--- config.mk ---
export PLATFORM = sky130hd
export DESIGN_NAME = sar_adc_ctrl_flat
export DESIGN_NICKNAME = d
export VERILOG_FILES = /design/src/rtl/sar_adc_ctrl_if.sv /design/src/rtl/sar_adc_ctrl.sv /design/src/flat_wrapper.sv
export SDC_FILE = /design/constraint.sdc
export NUM_CORES = 1
export LEC_CHECK = 0
export CORE_MARGIN = 8
export CORE_UTILIZATION = 30
export DETAILED_ROUTE_END_ITERATION = 16
export GPL_TIMING_DRIVEN = 0
export SLEW_MARGIN = 20
export SYNTH_ARGS = -nofsm -noshare
export SYNTH_HDL_FRONTEND = slang
export SYNTH_SLANG_ARGS = --single-unit
--- constraint.sdc ---
create_clock -name clk -period 1.8 [get_ports clk]
set_clock_uncertainty 0.15 [all_clocks]
set_input_delay 0.36 -clock clk [delete_from_list [all_inputs] [get_ports clk]]
set_output_delay 0.36 -clock clk [all_outputs]
set_load 0.02 [all_outputs]
--- src/rtl/sar_adc_ctrl_if.sv ---
// Signal bundle between the SAR controller and its surroundings: the DAC code and
// S/H strobe, the comparator input, and the conversion request/result lines.
interface sar_adc_ctrl_if #(
  parameter int WIDTH = 10
);
  logic             EN;
  logic             start;
  logic             comp_in;
  logic [WIDTH-1:0] D;
  logic             sample;
  logic             busy;
  logic             done;
  logic [WIDTH-1:0] dout;
  logic             valid;

  // Handshake: start is looked at only while busy is low (IDLE). busy rises on the
  // edge that accepts start and falls on the edge that raises done; done is a
  // one-cycle pulse, dout holds the result until the next done, and valid stays
  // set once any conversion has completed. EN low cancels without a done.
  modport master (
    output EN, start, comp_in,
    input  D, sample, busy, done, dout, valid
  );

  modport slave (
    input  EN, start, comp_in,
    output D, sample, busy, done, dout, valid
  );
endinterface

--- src/rtl/sar_adc_ctrl.sv ---
// Successive-approximation ADC controller driving a WIDTH-bit DAC and a comparator.
// Optional macro SAR_ADC_AVG4_EN: one start runs four conversions and reports their rounded mean.
module sar_adc_ctrl #(
  parameter int WIDTH         = 10,
  parameter int SAMPLE_CYCLES = 2,
  parameter int SETTLE_CYCLES = 1
) (
  input  logic                 clk,
  input  logic                 reset,
  sar_adc_ctrl_if.slave        bus,
  output logic [1:0]           dbg_state
);
  localparam int BW = $clog2(WIDTH);

  typedef enum logic [1:0] {IDLE, SAMPLE, CONVERT} state_t;

  state_t           state_q, state_n;
  logic [WIDTH-1:0] d_q, d_n;
  logic             sample_q, sample_n;
  logic             busy_q, busy_n;
  logic             done_q, done_n;
  logic [WIDTH-1:0] dout_q, dout_n;
  logic             valid_q, valid_n;
  logic [3:0]       cnt_q, cnt_n;
  logic [BW-1:0]    bit_q, bit_n;

  logic [WIDTH-1:0] mask;
  logic [WIDTH-1:0] kept;

  // mask marks the bit on trial; kept is the code after this bit's decision.
  assign mask = {{(WIDTH-1){1'b0}}, 1'b1} << bit_q;
  assign kept = bus.comp_in ? d_q : (d_q & ~mask);

`ifdef SAR_ADC_AVG4_EN
  logic [WIDTH+1:0] acc_q, acc_n;
  logic [1:0]       run_q, run_n;
  logic [WIDTH+2:0] sum_w;
  logic [WIDTH:0]   avg_w;

  assign sum_w = {1'b0, acc_q} + {3'b000, kept};
  assign avg_w = (WIDTH+1)'((sum_w + (WIDTH+3)'(2)) >> 2);
`endif

  always_comb begin
    state_n  = state_q;
    d_n      = d_q;
    sample_n = sample_q;
    busy_n   = busy_q;
    done_n   = 1'b0;
    dout_n   = dout_q;
    valid_n  = valid_q;
    cnt_n    = cnt_q;
    bit_n    = bit_q;
`ifdef SAR_ADC_AVG4_EN
    acc_n    = acc_q;
    run_n    = run_q;
`endif
    case (state_q)
      IDLE: begin
        d_n      = '0;
        sample_n = 1'b0;
        busy_n   = 1'b0;
        if (bus.EN && bus.start) begin
          state_n  = SAMPLE;
          sample_n = 1'b1;
          busy_n   = 1'b1;
          cnt_n    = 4'(SAMPLE_CYCLES - 1);
`ifdef SAR_ADC_AVG4_EN
          acc_n    = '0;
          run_n    = '0;
`endif
        end
      end
      SAMPLE: begin
        if (!bus.EN) begin
          state_n  = IDLE;
          d_n      = '0;
          sample_n = 1'b0;
          busy_n   = 1'b0;
        end else if (cnt_q == 4'd0) begin
          state_n  = CONVERT;
          sample_n = 1'b0;
          bit_n    = BW'(WIDTH - 1);
          d_n      = {1'b1, {(WIDTH-1){1'b0}}};
          cnt_n    = 4'(SETTLE_CYCLES);
        end else begin
          cnt_n = cnt_q - 4'd1;
        end
      end
      CONVERT: begin
        if (!bus.EN) begin
          state_n  = IDLE;
          d_n      = '0;
          sample_n = 1'b0;
          busy_n   = 1'b0;
        end else if (cnt_q != 4'd0) begin
          cnt_n = cnt_q - 4'd1;
        end else if (bit_q != '0) begin
          d_n   = kept | (mask >> 1);
          bit_n = bit_q - 1'b1;
          cnt_n = 4'(SETTLE_CYCLES);
        end else begin
`ifdef SAR_ADC_AVG4_EN
          if (run_q != 2'd3) begin
            // Next pass of the average starts sampling immediately, no IDLE gap.
            acc_n    = sum_w[WIDTH+1:0];
            run_n    = run_q + 2'd1;
            state_n  = SAMPLE;
            sample_n = 1'b1;
            d_n      = '0;
            cnt_n    = 4'(SAMPLE_CYCLES - 1);
          end else begin
            dout_n  = avg_w[WIDTH] ? {WIDTH{1'b1}} : avg_w[WIDTH-1:0];
            done_n  = 1'b1;
            valid_n = 1'b1;
            busy_n  = 1'b0;
            d_n     = '0;
            state_n = IDLE;
          end
`else
          dout_n  = kept;
          done_n  = 1'b1;
          valid_n = 1'b1;
          busy_n  = 1'b0;
          d_n     = '0;
          state_n = IDLE;
`endif
        end
      end
      default: begin
        state_n  = IDLE;
        d_n      = '0;
        sample_n = 1'b0;
        busy_n   = 1'b0;
      end
    endcase
  end

  always_ff @(posedge clk) begin
    if (!reset) begin
      state_q  <= IDLE;
      d_q      <= '0;
      sample_q <= 1'b0;
      busy_q   <= 1'b0;
      done_q   <= 1'b0;
      dout_q   <= '0;
      valid_q  <= 1'b0;
      cnt_q    <= '0;
      bit_q    <= '0;
`ifdef SAR_ADC_AVG4_EN
      acc_q    <= '0;
      run_q    <= '0;
`endif
    end else begin
      state_q  <= state_n;
      d_q      <= d_n;
      sample_q <= sample_n;
      busy_q   <= busy_n;
      done_q   <= done_n;
      dout_q   <= dout_n;
      valid_q  <= valid_n;
      cnt_q    <= cnt_n;
      bit_q    <= bit_n;
`ifdef SAR_ADC_AVG4_EN
      acc_q    <= acc_n;
      run_q    <= run_n;
`endif
    end
  end

  assign bus.D      = d_q;
  assign bus.sample = sample_q;
  assign bus.busy   = busy_q;
  assign bus.done   = done_q;
  assign bus.dout   = dout_q;
  assign bus.valid  = valid_q;
  assign dbg_state  = state_q;
endmodule
--- src/flat_wrapper.sv ---
// flat-port wrapper written by rule: the top's interface ports become plain ports
module sar_adc_ctrl_flat 
#(
  parameter int WIDTH         = 10,
  parameter int SAMPLE_CYCLES = 2,
  parameter int SETTLE_CYCLES = 1
)
  (clk, reset, dbg_state, bus_EN, bus_start, bus_comp_in, bus_D, bus_sample, bus_busy, bus_done, bus_dout, bus_valid);
  sar_adc_ctrl_if #(.WIDTH(WIDTH)) bus_i ();
  input  logic clk;
  input  logic reset;
  output logic [1:0] dbg_state;
  input wire logic [$bits(bus_i.EN)-1:0] bus_EN;
  input wire logic [$bits(bus_i.start)-1:0] bus_start;
  input wire logic [$bits(bus_i.comp_in)-1:0] bus_comp_in;
  output wire logic [$bits(bus_i.D)-1:0] bus_D;
  output wire logic [$bits(bus_i.sample)-1:0] bus_sample;
  output wire logic [$bits(bus_i.busy)-1:0] bus_busy;
  output wire logic [$bits(bus_i.done)-1:0] bus_done;
  output wire logic [$bits(bus_i.dout)-1:0] bus_dout;
  output wire logic [$bits(bus_i.valid)-1:0] bus_valid;
  assign bus_i.EN = bus_EN;
  assign bus_i.start = bus_start;
  assign bus_i.comp_in = bus_comp_in;
  assign bus_D = bus_i.D;
  assign bus_sample = bus_i.sample;
  assign bus_busy = bus_i.busy;
  assign bus_done = bus_i.done;
  assign bus_dout = bus_i.dout;
  assign bus_valid = bus_i.valid;
  sar_adc_ctrl #(.WIDTH(WIDTH), .SAMPLE_CYCLES(SAMPLE_CYCLES), .SETTLE_CYCLES(SETTLE_CYCLES)) u_core (.clk(clk), .reset(reset), .bus(bus_i), .dbg_state(dbg_state));
endmodule
==> metrics.yaml <==
status: "finished, violations left"
violations: "setup timing"
rr_worst_depth: 8
drv_slew: 0
ys_warn_count: 0
hold_path_class: "reg -> reg"
ys.flop_type: "dfxtp_1"
cp_top_family: "simple AND/OR/NAND/NOR gates"
cp_data_arrival_time_ns: 2.02
grt_max_degree: 12
cts_hold_buf: 0
final_cells: 355
antenna_cells: 0
vias_per_cell: 5.211
via_count: 1850
synth_cells: 222
dp.cells: 325
synth_common_cells: "36 x nand2_1, 34 x dfxtp_1, 22 x a21oi_1"
routed_wl_um: 5350
num_rows: 28
async_flop_share_pct: 0
finalHoldViolCount: 0
n_fill_cell: 573
syn-num-nets: 238
synth-edff-count: 0
yosysMostFrequentCell: "nand2_1"
path_depth: 8
die_area_um2: 8882
first_pass_iters: 4
ir_drop_v: 0.0003771
cp_slowest_cell: "or3_4"
required_ns: 1.80
setup_viol_count_final: 26
place_congestion: 0.8042
portBuffers: 28
finalPower_mw: 2.921
drcViolationCount: 0
p_leak_nw: 1.201
grt_pass1_vias: 1756
synth_area_per_cell_um2: 8.274
max_freq_mhz: 495.5
cp_max_fo: 6
clockBufferDepth: 2
setup_slack_ns: -0.2183
die_h_um: 94.25
grt_use_total_pct: 11.63
worst_path_largest_cell_delay_ns: 0.41
drt_first_iter_violations: 106
wire_per_inst_um: 15.07
worst_setup_path_end_kind: "flop"
fp.coreArea_um2: 5921
worst_pin_slew_ns: 0.6377
area_growth_syn_to_layout_pct: 52.59
synthTopCellsByArea: "dfxtp_1 37%, ha_1 7.5%, nand2_1 7.4%"
clk_pin_slew_worst_paths_ns: 0.07
powerDensity_nw_per_um2: 1042
min_path_cells: 2
syn-cell-area_um2: 1837
io_pins: 31
chipWidth_um: 94.25
timing.final.crit_period_ns: 2.018
drt.antenna.violating_nets: 0
synth_seq_cells: 34
synth_cell_type_count: 44
crit_type: "reg -> reg"
slew_headroom_pct: 57.49
tritoncts: "yes"
cpMostUsedCell: "buf_6"
grt_overflow_total: 0
maxCapViolations: 0
h-tree-depth: 2
path_buf_inv: 3
rsz0062_at_grt: "yes"
clk_latency_ns: 0.29
start_util_pct: 31.02
cp_cell_sequence: "inv_2 > ha_4 > or3b_1 > buf_6 > or3_4 > buf_6 > nand2_1 > a21oi_1"
drive_above_1_share_pct: 33.93
crit_path_start_kind: "flop"
cts.sink_count: 34
cts_root_buffer: "clkbuf_8"
period_share_pct: 112.1
grt_pass1_wl_um: 8369
synth_largest_area_cell: "dfxtp_1"
place_hpwl_um: 3381
synth.top_cell.area_share_pct: 37.06
antenna_found_initial: 0
ys_seq_area_share_pct: 37.06
nets: 295
numCtsBuffers: 5
cells in the final DEF, fill, tap and decap left out, types with 5 or more instances in the layout:
master	count
ha_4	5
dlygate4sd2_1	5
a21oi_1	13
nor2_1	9
o21ai_0	6
buf_6	7
clkbuf_1	7
nand2_2	9
a21oi_2	9
dlymetal6s2s_1	12
buf_4	19
clkbuf_8	6
nand2_1	26
nor3b_1	7
o21ai_2	6
nand3_1	5
dfxtp_1	28
a21boi_0	6
mux2i_1	5
ha_1	6
clkdlybuf4s50_1	11
layout make-up:
type	instances	area (um2)	area share, %
buffer	11	65.06	2.321
clock buffer	6	82.58	2.946
clock inverter	2	12.51	0.4464
inverter	10	42.54	1.518
multi-input combinational	165	1306	46.61
sequential	34	693.2	24.73
tap	75	93.84	3.348
timing repair buffer	52	506.7	18.08
per-layer routing:
layer  GRT usage (%)  wire (um)
met1           14.42       2464
met2           18.54       2433
met3           3.118        333
met4           4.624        119
met5               0          0
stage by stage:
stage	util, %	setup WS (ns)	hold WS (ns)	setup TNS, ns	cell area, um2
after floorplan	-	-0.09568	0.2957	-1.730	1857
after detailed placement	37.68	-0.3866	0.2980	-8.287	2231
after global placement	37.68	-0.3655	0.2926	-7.659	2231
final	47.34	-0.2183	0.3022	-3.235	2803
after global routing	47.34	-0.2800	0.3264	-5.011	2803
after CTS	42.18	-0.1550	0.3013	-2.677	2497
flip-flops by register name, summed over array words and instances (netlist names):
signal and flops:
u_core.bus.D 10, u_core.bus.sample 1, u_core.bus.busy 1, u_core.bus.done 1
u_core.bit_q 4, u_core.bus.dout 10, u_core.dbg_state 2, u_core.bus.valid 1
u_core.cnt_q 4
worst register-to-register path: stages (launching register included):
cell,delay (ns)
dfxtp_2,0.33
inv_2,0.08
ha_4,0.13
or3b_1,0.35
buf_6,0.15
or3_4,0.41
buf_6,0.15
nand2_1,0.06
a21oi_1,0.06
cell families after synthesis:
family	synth area share, %
fa+ha+maj	7.493
buf+inv	5.449
flops	37.06
mux	2.725
simple gates	24.66
compound gates	22.62
what timing repair did:
action	4_1_cts	5_1_grt
gates cloned	1	1
buffers inserted	13	9
resized for setup	37	61
pin swaps	6	30
setup endpoints to repair	37	39
worst paths after layout:
check                      from                  to  slack, ns
max             u_core.cnt_q[0]  u_core.bus.dout[6]      -0.22
max reg2reg     u_core.cnt_q[0]  u_core.bus.dout[6]      -0.22
min          u_core.bus.dout[3]  u_core.bus.dout[3]       0.30
min reg2reg  u_core.bus.dout[3]  u_core.bus.dout[3]       0.30
power by group:
part	internal (mW)	switching, mW
clock	0.307	0.291
combinational	0.647	0.781
sequential	0.819	0.0755
total	1.77	1.15
No activity file was read; power rests on OpenSTA's default activity.
